[config.mk]
export PLATFORM = sky130hd
export DESIGN_NAME = ex_mem_fwd_reg
export DESIGN_NICKNAME = d
export VERILOG_FILES = /design/src/rtl/ex_mem_fwd_reg.sv
export SDC_FILE = /design/constraint.sdc
export NUM_CORES = 1
export LEC_CHECK = 0
export BUFFER_PORTS_ARGS = -buffer_cell sky130_fd_sc_hd__buf_2
export CORE_MARGIN = 2
export CORE_UTILIZATION = 40
export DETAILED_ROUTE_END_ITERATION = 10
export MAX_ROUTING_LAYER = met4
export PLACE_DENSITY = 0.74
export SLEW_MARGIN = 25
export SYNTH_ARGS = -nofsm -noshare
export SYNTH_HDL_FRONTEND = slang
export SYNTH_SLANG_ARGS = --single-unit
[constraint.sdc]
create_clock -name i_clk -period 1.8 [get_ports i_clk]
set_input_delay 0.18 -clock i_clk [delete_from_list [all_inputs] [get_ports i_clk]]
set_output_delay 0.18 -clock i_clk [all_outputs]
set_load 0.01 [all_outputs]
[src/rtl/ex_mem_fwd_reg.sv]
// EX/MEM pipeline register with forwarding-unit selects and halt-drain FSM.
// Optional macro WB_FORWARDING_EN enables forwarding from the MEM/WB stage.
module ex_mem_fwd_reg #(
    parameter int DATA_SIZE    = 32,
    parameter int PC_SIZE      = 32,
    parameter int REG_SIZE     = 5,
    parameter int MUX_SEL_SIZE = 2
) (
    input  logic                    i_clk,
    input  logic                    i_rst_n,
    input  logic                    i_enable,
    input  logic                    i_flush,
    input  logic                    i_reg_write,
    input  logic                    i_mem_to_reg,
    input  logic                    i_mem_read,
    input  logic                    i_mem_write,
    input  logic                    i_branch,
    input  logic                    i_jump,
    input  logic                    i_halt,
    input  logic                    i_zero,
    input  logic [3:0]              i_size_ctrl,
    input  logic [DATA_SIZE-1:0]    i_alu_result,
    input  logic [DATA_SIZE-1:0]    i_data_b,
    input  logic [PC_SIZE-1:0]      i_branch_addr,
    input  logic [PC_SIZE-1:0]      i_pc,
    input  logic [REG_SIZE-1:0]     i_selected_reg,
    input  logic [REG_SIZE-1:0]     i_id_ex_rs,
    input  logic [REG_SIZE-1:0]     i_id_ex_rt,
    input  logic                    i_id_ex_mem_write,
    input  logic                    i_wb_reg_write,
    input  logic [REG_SIZE-1:0]     i_wb_reg,
    output logic                    o_valid,
    output logic                    o_reg_write,
    output logic                    o_mem_to_reg,
    output logic                    o_mem_read,
    output logic                    o_mem_write,
    output logic                    o_jump,
    output logic [3:0]              o_size_ctrl,
    output logic [DATA_SIZE-1:0]    o_alu_result,
    output logic [DATA_SIZE-1:0]    o_data_b,
    output logic [PC_SIZE-1:0]      o_pc,
    output logic [REG_SIZE-1:0]     o_selected_reg,
    output logic                    o_pc_src,
    output logic [PC_SIZE-1:0]      o_branch_addr,
    output logic [MUX_SEL_SIZE-1:0] o_fwd_a,
    output logic [MUX_SEL_SIZE-1:0] o_fwd_b,
    output logic [MUX_SEL_SIZE-1:0] o_forwarding_mux,
    output logic                    o_halted
);

    typedef enum logic [1:0] {RUN, DRAIN, HALTED} halt_state_t;

    localparam logic [MUX_SEL_SIZE-1:0] SEL_0 = MUX_SEL_SIZE'(0);
    localparam logic [MUX_SEL_SIZE-1:0] SEL_1 = MUX_SEL_SIZE'(1);
    localparam logic [MUX_SEL_SIZE-1:0] SEL_2 = MUX_SEL_SIZE'(2);

    halt_state_t state, state_next;
    logic [1:0]  drain_cnt, drain_cnt_next;
    logic        branch_q, zero_q;
    logic        mem_hit_a, mem_hit_b, wb_hit_a, wb_hit_b;

    always_ff @(posedge i_clk or negedge i_rst_n) begin
        if (!i_rst_n) begin
            o_valid        <= 1'b0;
            o_reg_write    <= 1'b0;
            o_mem_to_reg   <= 1'b0;
            o_mem_read     <= 1'b0;
            o_mem_write    <= 1'b0;
            o_jump         <= 1'b0;
            branch_q       <= 1'b0;
            zero_q         <= 1'b0;
            o_size_ctrl    <= '0;
            o_alu_result   <= '0;
            o_data_b       <= '0;
            o_pc           <= '0;
            o_branch_addr  <= '0;
            o_selected_reg <= '0;
        end else if (i_enable) begin
            // Data fields are captured even on flush; o_valid gates their meaning.
            o_mem_to_reg   <= i_mem_to_reg;
            branch_q       <= i_branch;
            zero_q         <= i_zero;
            o_size_ctrl    <= i_size_ctrl;
            o_alu_result   <= i_alu_result;
            o_data_b       <= i_data_b;
            o_pc           <= i_pc;
            o_branch_addr  <= i_branch_addr;
            o_selected_reg <= i_selected_reg;
            if (i_flush) begin
                o_valid     <= 1'b0;
                o_reg_write <= 1'b0;
                o_mem_read  <= 1'b0;
                o_mem_write <= 1'b0;
                o_jump      <= 1'b0;
            end else begin
                o_valid     <= 1'b1;
                o_reg_write <= i_reg_write;
                o_mem_read  <= i_mem_read;
                o_mem_write <= i_mem_write;
                o_jump      <= i_jump;
            end
        end
    end

    always_ff @(posedge i_clk or negedge i_rst_n) begin
        if (!i_rst_n) begin
            state     <= RUN;
            drain_cnt <= '0;
        end else begin
            state     <= state_next;
            drain_cnt <= drain_cnt_next;
        end
    end

    always_comb begin
        state_next     = state;
        drain_cnt_next = drain_cnt;
        if (i_enable) begin
            case (state)
                RUN: begin
                    if (i_halt && !i_flush) begin
                        state_next     = DRAIN;
                        drain_cnt_next = '0;
                    end
                end
                DRAIN: begin
                    if (drain_cnt == 2'd2) state_next = HALTED;
                    else                   drain_cnt_next = drain_cnt + 2'd1;
                end
                HALTED:  state_next = HALTED;
                default: state_next = RUN;
            endcase
        end
    end

    assign o_halted = (state == HALTED);
    assign o_pc_src = o_valid & branch_q & zero_q;

    assign mem_hit_a = o_valid && o_reg_write && (o_selected_reg != '0) && (o_selected_reg == i_id_ex_rs);
    assign mem_hit_b = o_valid && o_reg_write && (o_selected_reg != '0) && (o_selected_reg == i_id_ex_rt);

`ifdef WB_FORWARDING_EN
    assign wb_hit_a = i_wb_reg_write && (i_wb_reg != '0) && (i_wb_reg == i_id_ex_rs);
    assign wb_hit_b = i_wb_reg_write && (i_wb_reg != '0) && (i_wb_reg == i_id_ex_rt);
`else
    logic unused_wb;
    assign unused_wb = ^{i_wb_reg_write, i_wb_reg};
    assign wb_hit_a  = 1'b0;
    assign wb_hit_b  = 1'b0;
`endif

    always_comb begin
        o_fwd_a          = SEL_0;
        o_fwd_b          = SEL_0;
        o_forwarding_mux = SEL_2;
        if (mem_hit_a)     o_fwd_a = SEL_1;
        else if (wb_hit_a) o_fwd_a = SEL_2;
        if (mem_hit_b)     o_fwd_b = SEL_1;
        else if (wb_hit_b) o_fwd_b = SEL_2;
        if (i_id_ex_mem_write && mem_hit_b)     o_forwarding_mux = SEL_0;
        else if (i_id_ex_mem_write && wb_hit_b) o_forwarding_mux = SEL_1;
    end

endmodule

==> impl_metrics.py <==
metrics = {
    "yosys": {
        "ys_warn_count": 0,
        "syn_area_sq_mm": 0.00584,
        "ys_seq_area_share_pct": 63.9,
        "synth_cell_types": 31,
        "syn_inst": 362,
        "syn_area_per_cell_sq_um": 16.1,
        "synth_seq_cells": 149,
    },
    "final_layout": {
        "seqCellArea_sq_mm": 0.00373,
        "area_growth_pct": 65.3,
        "mostFrequentLayoutCell": "buf_2",
        "nNetsFinal": 990,
        "layout_common_cells": "buf_2 (305), dfrtp_1 (147), mux2_2 (142)",
        "insertedDiodeCount": 0,
        "fillers": 962,
        "multi_input_area_sq_mm": 0.00197,
        "final_area_sq_mm": 0.00965,
        "final-instance-count-excl-fill": 1016,
        "drive_above_1_share_pct": 60.1,
    },
    "worst_hold_path": {
        "hold_path.class": "input pin to register",
        "min_from": "i_size_ctrl[2]",
    },
    "detailed_routing": {
        "drt_wl_total_um": 16800,
        "postRouteAntennaNets": 0,
        "drtPass1Iterations": 4,
        "drtIter0Drc": 165,
        "drc": 0,
        "wire_per_inst_um": 16.6,
        "drt-vias-per-instance": 4.68,
        "vias": 4757,
    },
    "floorplanning": {
        "core_area_sq_mm": 0.0144,
        "initial_core_util_pct": 40.6,
        "io_pins": 317,
        "rows": 44,
        "die_x_um": 125,
        "dieArea_sq_mm": 0.0156,
        "die_height_um": 125,
    },
    "global_route": {
        "grt.overflow.total": 0,
        "grt_pass1_wl_um": 26900,
        "grt_max_degree": 66,
        "antenna_found_initial": 0,
        "grtUsageTotal_pct": 22.6,
        "grt_pass1_vias": 5445,
    },
    "timing": {
        "rsz0062_at_grt": "true",
        "holdWs_ns": 0.0207,
        "slew_viol_final": 0,
        "fmax_ghz": 0.510,
        "skew_ns": 0.000525,
        "fin_ws_ns": -0.159,
        "setup_tns_ns": -0.353,
        "finalHoldViolCount": 0,
        "setup_viol": 3,
        "period_share_pct": 109,
        "fin_crit_ns": 1.96,
    },
    "job": {
        "max_cap_viol_count": 0,
    },
    "clocking": {
        "root_buffer": "clkbuf_16",
        "numCtsBuffers": 17,
        "cts_htree_levels": 4,
        "cts_tree": "yes",
        "cts.sinks": 149,
        "clk_pin_slew_ns": 0.06,
        "cts_max_path_buffers": 2,
        "clkLatencyLatePin_ns": 0.41,
    },
    "critical_path": {
        "cp-start-kind": "register",
        "timing.rr.start": "state[1]",
        "slowest_stage": "or4_4",
        "path_cells": "or4_4 > o211ai_2 > or4_1 > buf_2",
        "path_class": "register to primary output",
        "worstPathArrival_ns": 1.78,
        "path_max_fanout": 3,
        "critical-path-max-stage-delay_ns": 0.55,
        "crit_path_start": "o_selected_reg[4]",
        "worstPathRequired_ns": 1.62,
        "crit_path_end_kind": "primary output",
    },
    "outcome": {
        "outcome": "finished, violations left",
        "violations": "setup timing",
    },
    "pwr": {
        "ir_drop_mv": 0.572,
        "power_density_mw_per_mm2": 969,
        "p_leak_uw": 0.00464,
    },
    "placement": {
        "dpl.hpwl_um": 10100,
        "port_buffers": 307,
        "dp_cells": 840,
        "place_area_sq_mm": 0.00759,
        "gp_congestion": 1.02,
    },
}
kinds of logic (layout without fill, tap and decap cells):
logic type	Yosys count	after routing	synth area share (%)
AO/OA/AOI/OAI	12	12	1.76
XOR/XNOR	10	10	1.50
adder cells (fa/ha/maj)	4	4	0.857
buffers and inverters	26	494	2.68
flip-flops	149	149	63.9
multiplexers	142	142	27.4
other	1	3	0.0642
AND/OR/NAND/NOR	18	18	1.87
area by class of cell:
| type | instances | share of cell area, % |
|---|---|---|
| Timing Repair Buffer | 458 | 32.0 |
| Clock inverter | 12 | 1.58 |
| Multi-Input combinational cell | 189 | 20.5 |
| Tap cell | 184 | 2.39 |
| Clock buffer | 19 | 4.70 |
| Sequential cell | 149 | 38.7 |
| Inverter | 5 | 0.195 |
metrics by stage:
stage / power [uW] / setup slack (ns) / util, %
floorplan: 4760 / 0.276 / -
global placement: 5410 / 0.230 / 52.8
detailed placement: 5500 / 0.199 / 52.8
CTS: 9390 / -0.194 / 67.0
global route: 9750 / -0.253 / 67.1
finish: 9340 / -0.159 / 67.1
worst max-delay path, delay by kind of cell, from the launching register on:
| family | cells | cell delay [ns] |
|---|---|---|
| AO/OA/AOI/OAI | 1 | 0.18 |
| AND/OR/NAND/NOR | 2 | 0.68 |
| flip-flops | 1 | 0.40 |
| buffers and inverters | 1 | 0.12 |
what timing repair did:
item,in CTS,in global routing
resized for setup,1,3
cloned,0,0
buffers inserted,7,0
endpoints found under the hold margin,174,0
setup endpoints to repair,3,3
hold buffers,138,0
pin swaps,5,1
final timing paths:
check	end	slack [ns]	cells after the start
hold reg to reg	o_data_b[18]	0.50	1
setup / recovery	o_forwarding_mux[1]	-0.16	4
hold / removal	o_size_ctrl[2]	0.02	2
min in group asynchronous	o_data_b[21]	0.28	2
setup reg to reg	state[0]	0.23	5
max in group asynchronous	o_selected_reg[1]	0.91	3
layer usage:
metal / vias to the layer above / share of wire, % / GRT usage (%) / wire, um
met5: - / 0 / - / 0
met4: 0 / 3.6 / 10.9 / 606
met3: 51 / 6.5 / 5.54 / 1090
met2: 217 / 53 / 40.7 / 9000
met1: 2297 / 36 / 22.8 / 6140
li1: 2192 / - / - / -
cells in the mapped netlist, drive strengths merged:
cell type  number  area (sq um)
mux2          142          1600
a21oi           1          5.00
a21o            1          7.51
xor2            2          17.5
o21ai           1          5.00
conb            1          3.75
buf            21           138
o221ai          1          8.76
nor2b           1          6.26
o211ai          2          20.0
dfrtp         149          3730
nand3           3          15.0
nand4           1          6.26
and3            1          6.26
a211oi          1          12.5
nand2           2          7.51
nand3b          1          7.51
a211o           1          8.76
ha              4          50.1
or3b            1          8.76
inv             5          18.8
xnor2           8          70.1
and2            1          6.26
a22o            4          35.0
or4             2          18.8
nor2            2          7.51
nand2b          1          6.26
nor4            2          12.5
power breakdown:
part	internal (uW)	total, uW	switching [uW]	leakage, uW
logic	1010	1810	805	0.00260
registers	3720	3930	215	0.00175
clock network	2240	3600	1360	0.000287
Note: power is estimated with default switching activity, not from simulation.
